[src/rtl/mem_line_arbiter_pkg.sv]
// Shared types and constants for the memory line arbiter.
//   state_t     : arbiter FSM states
//   grant_t     : which cache miss path owns the RAM port
//   LINE_W      : cache line width in bits
//   OFFSET_BITS : byte-offset bits inside one line
//   line_align(): clears the byte offset of an address (up to 64 bits wide)
package mem_pkg;

   localparam int LINE_W      = 128;
   localparam int OFFSET_BITS = 4;

   typedef enum logic [1:0] {
      IDLE = 2'd0,
      REQ  = 2'd1,
      DONE = 2'd2
   } state_t;

   typedef enum logic {
      GNT_IC = 1'b0,
      GNT_DC = 1'b1
   } grant_t;

   function automatic logic [63:0] line_align(input logic [63:0] addr);
      return {addr[63:OFFSET_BITS], {OFFSET_BITS{1'b0}}};
   endfunction

endpackage

[src/rtl/mem_line_arbiter_if.sv]
// Bundle of the cache-side and RAM-side signals of the line arbiter.
//   master : environment side (caches drive requests, RAM drives ram_ack/ram_rdata)
//   slave  : arbiter side
// Signals:
//   ic_req/ic_addr -> ic_rdata/ic_done           instruction-cache fills
//   dc_req/dc_we/dc_addr/dc_wdata -> dc_rdata/dc_done   data-cache fills and write-backs
//   ram_req/ram_we/ram_addr/ram_wdata, ram_rdata/ram_ack RAM handshake
//   busy, err                                    status
interface mem_line_arbiter_if
   import mem_pkg::*;
#(
   parameter int ADDR_W = 32,
   parameter int LINE_W = mem_pkg::LINE_W
);

   logic              ic_req;
   logic [ADDR_W-1:0] ic_addr;
   logic [LINE_W-1:0] ic_rdata;
   logic              ic_done;

   logic              dc_req;
   logic              dc_we;
   logic [ADDR_W-1:0] dc_addr;
   logic [LINE_W-1:0] dc_wdata;
   logic [LINE_W-1:0] dc_rdata;
   logic              dc_done;

   logic              ram_req;
   logic              ram_we;
   logic [ADDR_W-1:0] ram_addr;
   logic [LINE_W-1:0] ram_wdata;
   logic [LINE_W-1:0] ram_rdata;
   logic              ram_ack;

   logic              busy;
   logic              err;

   modport master (
      output ic_req, ic_addr, dc_req, dc_we, dc_addr, dc_wdata, ram_rdata, ram_ack,
      input  ic_rdata, ic_done, dc_rdata, dc_done,
             ram_req, ram_we, ram_addr, ram_wdata, busy, err
   );

   modport slave (
      input  ic_req, ic_addr, dc_req, dc_we, dc_addr, dc_wdata, ram_rdata, ram_ack,
      output ic_rdata, ic_done, dc_rdata, dc_done,
             ram_req, ram_we, ram_addr, ram_wdata, busy, err
   );

endinterface

[src/rtl/mem_line_arbiter_timeout_ctr.sv]
// No-ack timeout counter for the RAM handshake.
//   clk, rstn : clock, synchronous active-high reset
//   clear     : forces the count to zero
//   enable    : counts one per cycle, saturating at TIMEOUT
//   expired   : high while enabled in the TIMEOUT-th counted cycle
module mem_timeout_ctr #(
   parameter int TIMEOUT = 255
) (
   input  logic clk,
   input  logic rstn,
   input  logic clear,
   input  logic enable,
   output logic expired
);

   localparam int CNT_W = $clog2(TIMEOUT + 1);

   logic [CNT_W-1:0] cnt;

   always_ff @(posedge clk) begin
      if (rstn || clear)
         cnt <= '0;
      else if (enable && cnt != CNT_W'(TIMEOUT))
         cnt <= cnt + CNT_W'(1);
   end

   assign expired = enable && (cnt == CNT_W'(TIMEOUT - 1));

endmodule

[src/rtl/mem_line_arbiter.sv]
// Shares one line-wide RAM port between the ins-cache and data-cache miss paths.
// One transaction at a time, fair arbitration on ties, no-ack timeout with sticky err.
//   clk  : clock
//   rstn : synchronous reset, active high
//   bus  : mem_line_arbiter_if.slave (cache requests, RAM handshake, busy/err)
//
// state | meaning
// IDLE  | no transaction; arbitrate and latch the granted request
// REQ   | ram_req held with latched we/addr/wdata until ack or timeout
// DONE  | one-cycle done pulse to the granted port; requester may drop req
module mem_line_arbiter
   import mem_pkg::*;
#(
   parameter int ADDR_W  = 32,
   parameter int LINE_W  = mem_pkg::LINE_W,
   parameter int TIMEOUT = 255
) (
   input logic               clk,
   input logic               rstn,
   mem_line_arbiter_if.slave bus
);

   state_t state;
   grant_t grant;
   grant_t last_grant;
   grant_t pick;
   logic   expired;

   function automatic logic [ADDR_W-1:0] align_addr(input logic [ADDR_W-1:0] a);
      return ADDR_W'(line_align(64'(a)));
   endfunction

   // Single requester wins outright; on a tie the port not served last time wins.
   always_comb begin
      pick = GNT_IC;
      if (bus.dc_req && (!bus.ic_req || last_grant == GNT_IC))
         pick = GNT_DC;
   end

   mem_timeout_ctr #(.TIMEOUT(TIMEOUT)) u_timeout (
      .clk     (clk),
      .rstn    (rstn),
      .clear   (state != REQ),
      .enable  (state == REQ),
      .expired (expired)
   );

   always_ff @(posedge clk) begin
      if (rstn) begin
         state         <= IDLE;
         grant         <= GNT_IC;
         last_grant    <= GNT_IC;
         bus.ram_req   <= 1'b0;
         bus.ram_we    <= 1'b0;
         bus.ram_addr  <= '0;
         bus.ram_wdata <= '0;
         bus.ic_rdata  <= '0;
         bus.dc_rdata  <= '0;
         bus.ic_done   <= 1'b0;
         bus.dc_done   <= 1'b0;
         bus.busy      <= 1'b0;
         bus.err       <= 1'b0;
      end else begin
         case (state)
            IDLE: begin
               if (bus.ic_req || bus.dc_req) begin
                  grant       <= pick;
                  state       <= REQ;
                  bus.ram_req <= 1'b1;
                  bus.busy    <= 1'b1;
                  if (pick == GNT_DC) begin
                     bus.ram_we    <= bus.dc_we;
                     bus.ram_addr  <= align_addr(bus.dc_addr);
                     bus.ram_wdata <= bus.dc_wdata;
                  end else begin
                     bus.ram_we    <= 1'b0;
                     bus.ram_addr  <= align_addr(bus.ic_addr);
                     bus.ram_wdata <= '0;
                  end
               end
            end
            REQ: begin
               if (bus.ram_ack || expired) begin
                  bus.ram_req <= 1'b0;
                  state       <= DONE;
                  bus.ic_done <= (grant == GNT_IC);
                  bus.dc_done <= (grant == GNT_DC);
                  if (!bus.ram_ack)
                     bus.err <= 1'b1;
                  // A timed-out read returns an all-zero line; writes leave rdata alone.
                  if (!bus.ram_we) begin
                     if (grant == GNT_DC)
                        bus.dc_rdata <= bus.ram_ack ? bus.ram_rdata : '0;
                     else
                        bus.ic_rdata <= bus.ram_ack ? bus.ram_rdata : '0;
                  end
               end
            end
            DONE: begin
               bus.ic_done <= 1'b0;
               bus.dc_done <= 1'b0;
               last_grant  <= grant;
               bus.busy    <= 1'b0;
               state       <= IDLE;
            end
            default: state <= IDLE;
         endcase
      end
   end

endmodule
[src/flat_wrapper.sv]
// flat-port wrapper written by rule: the top's interface ports become plain ports
module mem_line_arbiter_flat import mem_pkg::*;
#(
   parameter int ADDR_W  = 32,
   parameter int LINE_W  = mem_pkg::LINE_W,
   parameter int TIMEOUT = 255
)
  (clk, rstn, bus_ic_req, bus_ic_addr, bus_dc_req, bus_dc_we, bus_dc_addr, bus_dc_wdata, bus_ram_rdata, bus_ram_ack, bus_ic_rdata, bus_ic_done, bus_dc_rdata, bus_dc_done, bus_ram_req, bus_ram_we, bus_ram_addr, bus_ram_wdata, bus_busy, bus_err);
  mem_line_arbiter_if #(.ADDR_W(ADDR_W), .LINE_W(LINE_W)) bus_i ();
  input logic clk;
  input logic rstn;
  input wire logic [$bits(bus_i.ic_req)-1:0] bus_ic_req;
  input wire logic [$bits(bus_i.ic_addr)-1:0] bus_ic_addr;
  input wire logic [$bits(bus_i.dc_req)-1:0] bus_dc_req;
  input wire logic [$bits(bus_i.dc_we)-1:0] bus_dc_we;
  input wire logic [$bits(bus_i.dc_addr)-1:0] bus_dc_addr;
  input wire logic [$bits(bus_i.dc_wdata)-1:0] bus_dc_wdata;
  input wire logic [$bits(bus_i.ram_rdata)-1:0] bus_ram_rdata;
  input wire logic [$bits(bus_i.ram_ack)-1:0] bus_ram_ack;
  output wire logic [$bits(bus_i.ic_rdata)-1:0] bus_ic_rdata;
  output wire logic [$bits(bus_i.ic_done)-1:0] bus_ic_done;
  output wire logic [$bits(bus_i.dc_rdata)-1:0] bus_dc_rdata;
  output wire logic [$bits(bus_i.dc_done)-1:0] bus_dc_done;
  output wire logic [$bits(bus_i.ram_req)-1:0] bus_ram_req;
  output wire logic [$bits(bus_i.ram_we)-1:0] bus_ram_we;
  output wire logic [$bits(bus_i.ram_addr)-1:0] bus_ram_addr;
  output wire logic [$bits(bus_i.ram_wdata)-1:0] bus_ram_wdata;
  output wire logic [$bits(bus_i.busy)-1:0] bus_busy;
  output wire logic [$bits(bus_i.err)-1:0] bus_err;
  assign bus_i.ic_req = bus_ic_req;
  assign bus_i.ic_addr = bus_ic_addr;
  assign bus_i.dc_req = bus_dc_req;
  assign bus_i.dc_we = bus_dc_we;
  assign bus_i.dc_addr = bus_dc_addr;
  assign bus_i.dc_wdata = bus_dc_wdata;
  assign bus_i.ram_rdata = bus_ram_rdata;
  assign bus_i.ram_ack = bus_ram_ack;
  assign bus_ic_rdata = bus_i.ic_rdata;
  assign bus_ic_done = bus_i.ic_done;
  assign bus_dc_rdata = bus_i.dc_rdata;
  assign bus_dc_done = bus_i.dc_done;
  assign bus_ram_req = bus_i.ram_req;
  assign bus_ram_we = bus_i.ram_we;
  assign bus_ram_addr = bus_i.ram_addr;
  assign bus_ram_wdata = bus_i.ram_wdata;
  assign bus_busy = bus_i.busy;
  assign bus_err = bus_i.err;
  mem_line_arbiter #(.ADDR_W(ADDR_W), .LINE_W(LINE_W), .TIMEOUT(TIMEOUT)) u_core (.clk(clk), .rstn(rstn), .bus(bus_i));
endmodule
[config.mk]
export PLATFORM = sky130hd
export DESIGN_NAME = mem_line_arbiter_flat
export DESIGN_NICKNAME = d
export VERILOG_FILES = /design/src/rtl/mem_line_arbiter_pkg.sv /design/src/rtl/mem_line_arbiter_if.sv /design/src/rtl/mem_line_arbiter_timeout_ctr.sv /design/src/rtl/mem_line_arbiter.sv /design/src/flat_wrapper.sv
export SDC_FILE = /design/constraint.sdc
export NUM_CORES = 1
export LEC_CHECK = 0
export ABC_AREA = 1
export BUFFER_PORTS_ARGS = -buffer_cell sky130_fd_sc_hd__clkbuf_2
export CAP_MARGIN = 20
export CELL_PAD_IN_SITES_DETAIL_PLACEMENT = 1
export CELL_PAD_IN_SITES_GLOBAL_PLACEMENT = 2
export CORE_AREA = 2 2 295 297
export CTS_CLUSTER_SIZE = 14
export DETAILED_ROUTE_END_ITERATION = 7
export DIE_AREA = 0 0 297 299
export GPL_TIMING_DRIVEN = 1
export PLACE_DENSITY_LB_ADDON = 0.1
export SLEW_MARGIN = 5
export SYNTH_ARGS = -nofsm -noshare
export SYNTH_HDL_FRONTEND = slang
export SYNTH_SLANG_ARGS = --single-unit
[constraint.sdc]
create_clock -name clk -period 1.6 [get_ports clk]
set_input_delay 0.08 -clock clk [delete_from_list [all_inputs] [get_ports clk]]
set_output_delay 0.08 -clock clk [all_outputs]
set_load 0.005 [all_outputs]
==> key figures <==
Cells and area
  – Total Nets Final: 3908
  – Ratio of cells with drive above 1 in the final layout: 0.306
  – Final Util: 0.347
  – Number of filler instances in the final layout: 10600
  – Area growth from synthesis to layout: 69.4%

Power and ir drop
  – Leakage: 14.0 nW
  – Worst VDD drop: 0.000680 V
  – Power per standard cell area: 1040 nW/um^2

Yosys
  – Xor/xnor share of the synthesized area: 0.00149
  – Count of state elements after synthesis: 430
  – Top cells by area in the synthesized netlist: sky130_fd_sc_hd__dfxtp_1 (49%), sky130_fd_sc_hd__nand2_1 (14%), sky130_fd_sc_hd__a21oi_1 (9.2%)
  – Synthesized netlist cell count: 2522
  – Combinational family with the most area after synthesis: simple AND/OR/NAND/NOR gates
  – Mapped Area: 17600 um^2
  – Simple-gate share of the synthesized area: 0.310
  – Most common library cells after synthesis: sky130_fd_sc_hd__nand2_1 (673), sky130_fd_sc_hd__dfxtp_1 (430), sky130_fd_sc_hd__nor2_1 (347)
  – Share of cell area taken by muxes after synthesis: 0
  – Adder-Cell Fraction of Synth Area: 0.00142
  – Count of warnings emitted by yosys: 0
  – Primary flip-flop cell chosen by synthesis mapping: sky130_fd_sc_hd__dfxtp_1
  – Count of different cell masters after synthesis: 30
  – Area share of the largest cell type after synthesis: 0.488
  – Library cell with the largest summed area after synthesis: sky130_fd_sc_hd__dfxtp_1
  – Share of synthesized area occupied by flip-flops and latches: 0.488
  – Synthesized area per cell: 6.99 um^2
  – Post-synth EDFFs: 0
  – Library cell with the highest instance count after synthesis: sky130_fd_sc_hd__nand2_1
  – Share of the synthesized area in compound gates (AO/OA/AOI/OAI): 0.113
  – Fraction of synthesis flops using an asynchronous set or reset pin: 0

Floorplanning
  – FP Rows: 108
  – Die boundary height: 299 um
  – Core Region: 85900 um^2
  – Horizontal die dimension: 297 um
  – I/O pin total: 748
  – Effective utilization at floorplan: 0.205
  – Die Footprint: 88800 um^2

Detailed routing
  – Mean routed wirelength per cell: 18.6 um
  – Number of nets with antenna violations after routing: 0
  – Total wire length: 89100 um
  – Iteration-0 DRC count of the detailed router: 750
  – DR vias: 20700
  – Detailed Routing Iterations Pass 1: 4
  – Vias per inst: 4.32
  – DRC Markers: 0

Timing
  – Worst setup skew after layout: 0.0231 ns
  – Setup repair after global routing missed its margin: yes
  – Setup Total Neg Slack: -13.34 ns
  – Max Clock Freq: 579 MHz
  – Worst slew pin tran: 0.729 ns
  – Final period utilization: 1.08
  – Max-slew violations: 0
  – Final hold viol count: 0
  – Post-layout min period: 1.73 ns
  – Rel. slew slack: 0.514
  – Final setup fails: 219
  – Min setup slack post-route: -0.128 ns

Clock network
  – Clock latency of the later-clocked register in the worst-skew pair: 0.61 ns
  – H-Tree Depth: 2
  – Count of clock tree sinks: 430
  – TritonCTS buffer count: 56
  – Maximum clock path buffer count: 3
  – CTS tree: done
  – Clock Pin Slew Worst Setup and Hold Paths: 0.06 ns
  – CTS root buffer: sky130_fd_sc_hd__clkbuf_16

GRT
  – GRT overflow: 0
  – Number of antenna violations at the first check in global routing: 9
  – First-pass GRT wire length: 132000 um
  – GRT Overall Usage: 0.188
  – Pin count of the biggest net entering global routing: 135
  – Vias in the first global route: 21500

Run status
  – Violated checks: negative setup slack
  – Run status: finished, violations left

Place
  – Sum of net half-perimeters after detailed placement: 61300 um
  – Worst setup slack after placement: -0.228 ns
  – IO Port Bufs: 735
  – RePlAce Congestion: 0.790

Worst setup path
  – CP Capture Type: flip-flop
  – Arrival time worst endpoint: 2.25 ns
  – CP Launch Type: flip-flop
  – Worst-path fanout max: 7
  – Critical path class: flip-flop to flip-flop
  – Req. time, crit path: 2.12 ns

Flow run
  – Maximum Capacitance Violations: 0

Worst hold path
  – Path type of the worst min-delay path: input pin to flip-flop
## worst paths after layout
kind	depth (start not counted)	startpoint	slack, ns	end
worst min register to register	2	u_core.bus.ram_wdata[76]	0.47	u_core.bus.ram_wdata[76]
worst max-delay path	12	u_core.u_timeout.cnt[0]	-0.13	u_core.bus.dc_rdata[52]
worst max register to register	12	u_core.u_timeout.cnt[0]	-0.13	u_core.bus.dc_rdata[52]
worst min-delay path	4	bus_ram_ack	0.1	u_core.bus.err
## routing by layer
layer	track usage	wire length, um	up-vias
li1	-	-	10200
met2	0.335	44600	494
met5	0	64	-
met1	0.222	37100	9887
met3	0.0550	5640	109
met4	0.0445	1690	10
## flip-flops by register name (all words and copies together) (netlist names)
name                  count
u_core.bus.busy           1
u_core.bus.dc_done        1
u_core.bus.dc_rdata     128
u_core.bus.err            1
u_core.bus.ic_done        1
u_core.bus.ic_rdata     128
u_core.bus.ram_addr      28
u_core.bus.ram_req        1
u_core.bus.ram_wdata    128
u_core.bus.ram_we         1
u_core.grant              1
u_core.last_grant         1
u_core.state              2
u_core.u_timeout.cnt      8
## stage by stage
| step | cell area [um^2] | instances | total power [mW] | hold slack, ns |
|---|---|---|---|---|
| 3_5_place_dp | 23200 | 4313 | 16.9 | 0.336 |
| 5_1_grt | 29900 | 4783 | 32.7 | 0.0980 |
| 3_3_place_gp | 23200 | 4313 | 16.8 | 0.329 |
| 2_1_floorplan | 17600 | 2525 | 14.3 | 0.241 |
| 6_report | 29900 | 4783 | 31.0 | 0.0999 |
| 4_1_cts | 29000 | 4754 | 31.1 | 0.0602 |
## what timing repair did
item,CTS,global route
pin swaps,7,32
setup buffers,14,12
hold buffers,316,0
endpoints found under the setup margin,261,323
gates resized for setup,94,102
endpoints found under the hold margin,416,0
gates cloned,9,16
## worst max-delay path, cell delays in order, from the launching register on
cell,delay (ns)
sky130_fd_sc_hd__dfxtp_2,0.32
sky130_fd_sc_hd__inv_2,0.07
sky130_fd_sc_hd__ha_4,0.12
sky130_fd_sc_hd__inv_2,0.03
sky130_fd_sc_hd__nor2_4,0.08
sky130_fd_sc_hd__nand2_2,0.07
sky130_fd_sc_hd__a21boi_4,0.18
sky130_fd_sc_hd__buf_8,0.16
sky130_fd_sc_hd__buf_12,0.15
sky130_fd_sc_hd__buf_8,0.13
sky130_fd_sc_hd__clkbuf_16,0.15
sky130_fd_sc_hd__a21oi_2,0.05
sky130_fd_sc_hd__nor2_1,0.11
## kinds of logic (layout without fill, tap and decap cells)
logic type	count (synthesis)	count (layout)
adder cells (fa/ha/maj)	2	2
buffers and inverters	356	1455
flip-flops	430	430
other	1	8
AND/OR/NAND/NOR	1342	1342
XOR/XNOR	3	3
AO/OA/AOI/OAI	388	388
## power by group
part	total, mW	internal [mW]	switching [mW]
clock	12.8	7.70	5.14
combinational	6.37	2.90	3.46
sequential	11.8	11.4	0.381
total	31.0	22.0	8.98
## placed cells by master (no fill, tap or decap), drive strengths merged, types with 3 or more instances in the layout
cell and instances:
a21oi 323, a31oi 28, buf 148, bufinv 3, clkbuf 837, clkinv 5
conb 4, dfxtp 430, diode 4, dlygate4sd3 316, inv 145, nand2 673
nand3 317, nor2 348, o21ai 32
## area by class of cell
class	count	area, um^2	share of cell area
antenna	4	10.0	0.000335
tap	1155	1450	0.0484
clock inverter	11	140	0.00469
inverter	143	554	0.0186
clock buffer	91	1700	0.0571
sequential	430	8610	0.288
timing repair buffer	1210	9290	0.311
multi-input combinational	1739	8100	0.271
No activity file was read; power rests on OpenSTA's default activity.
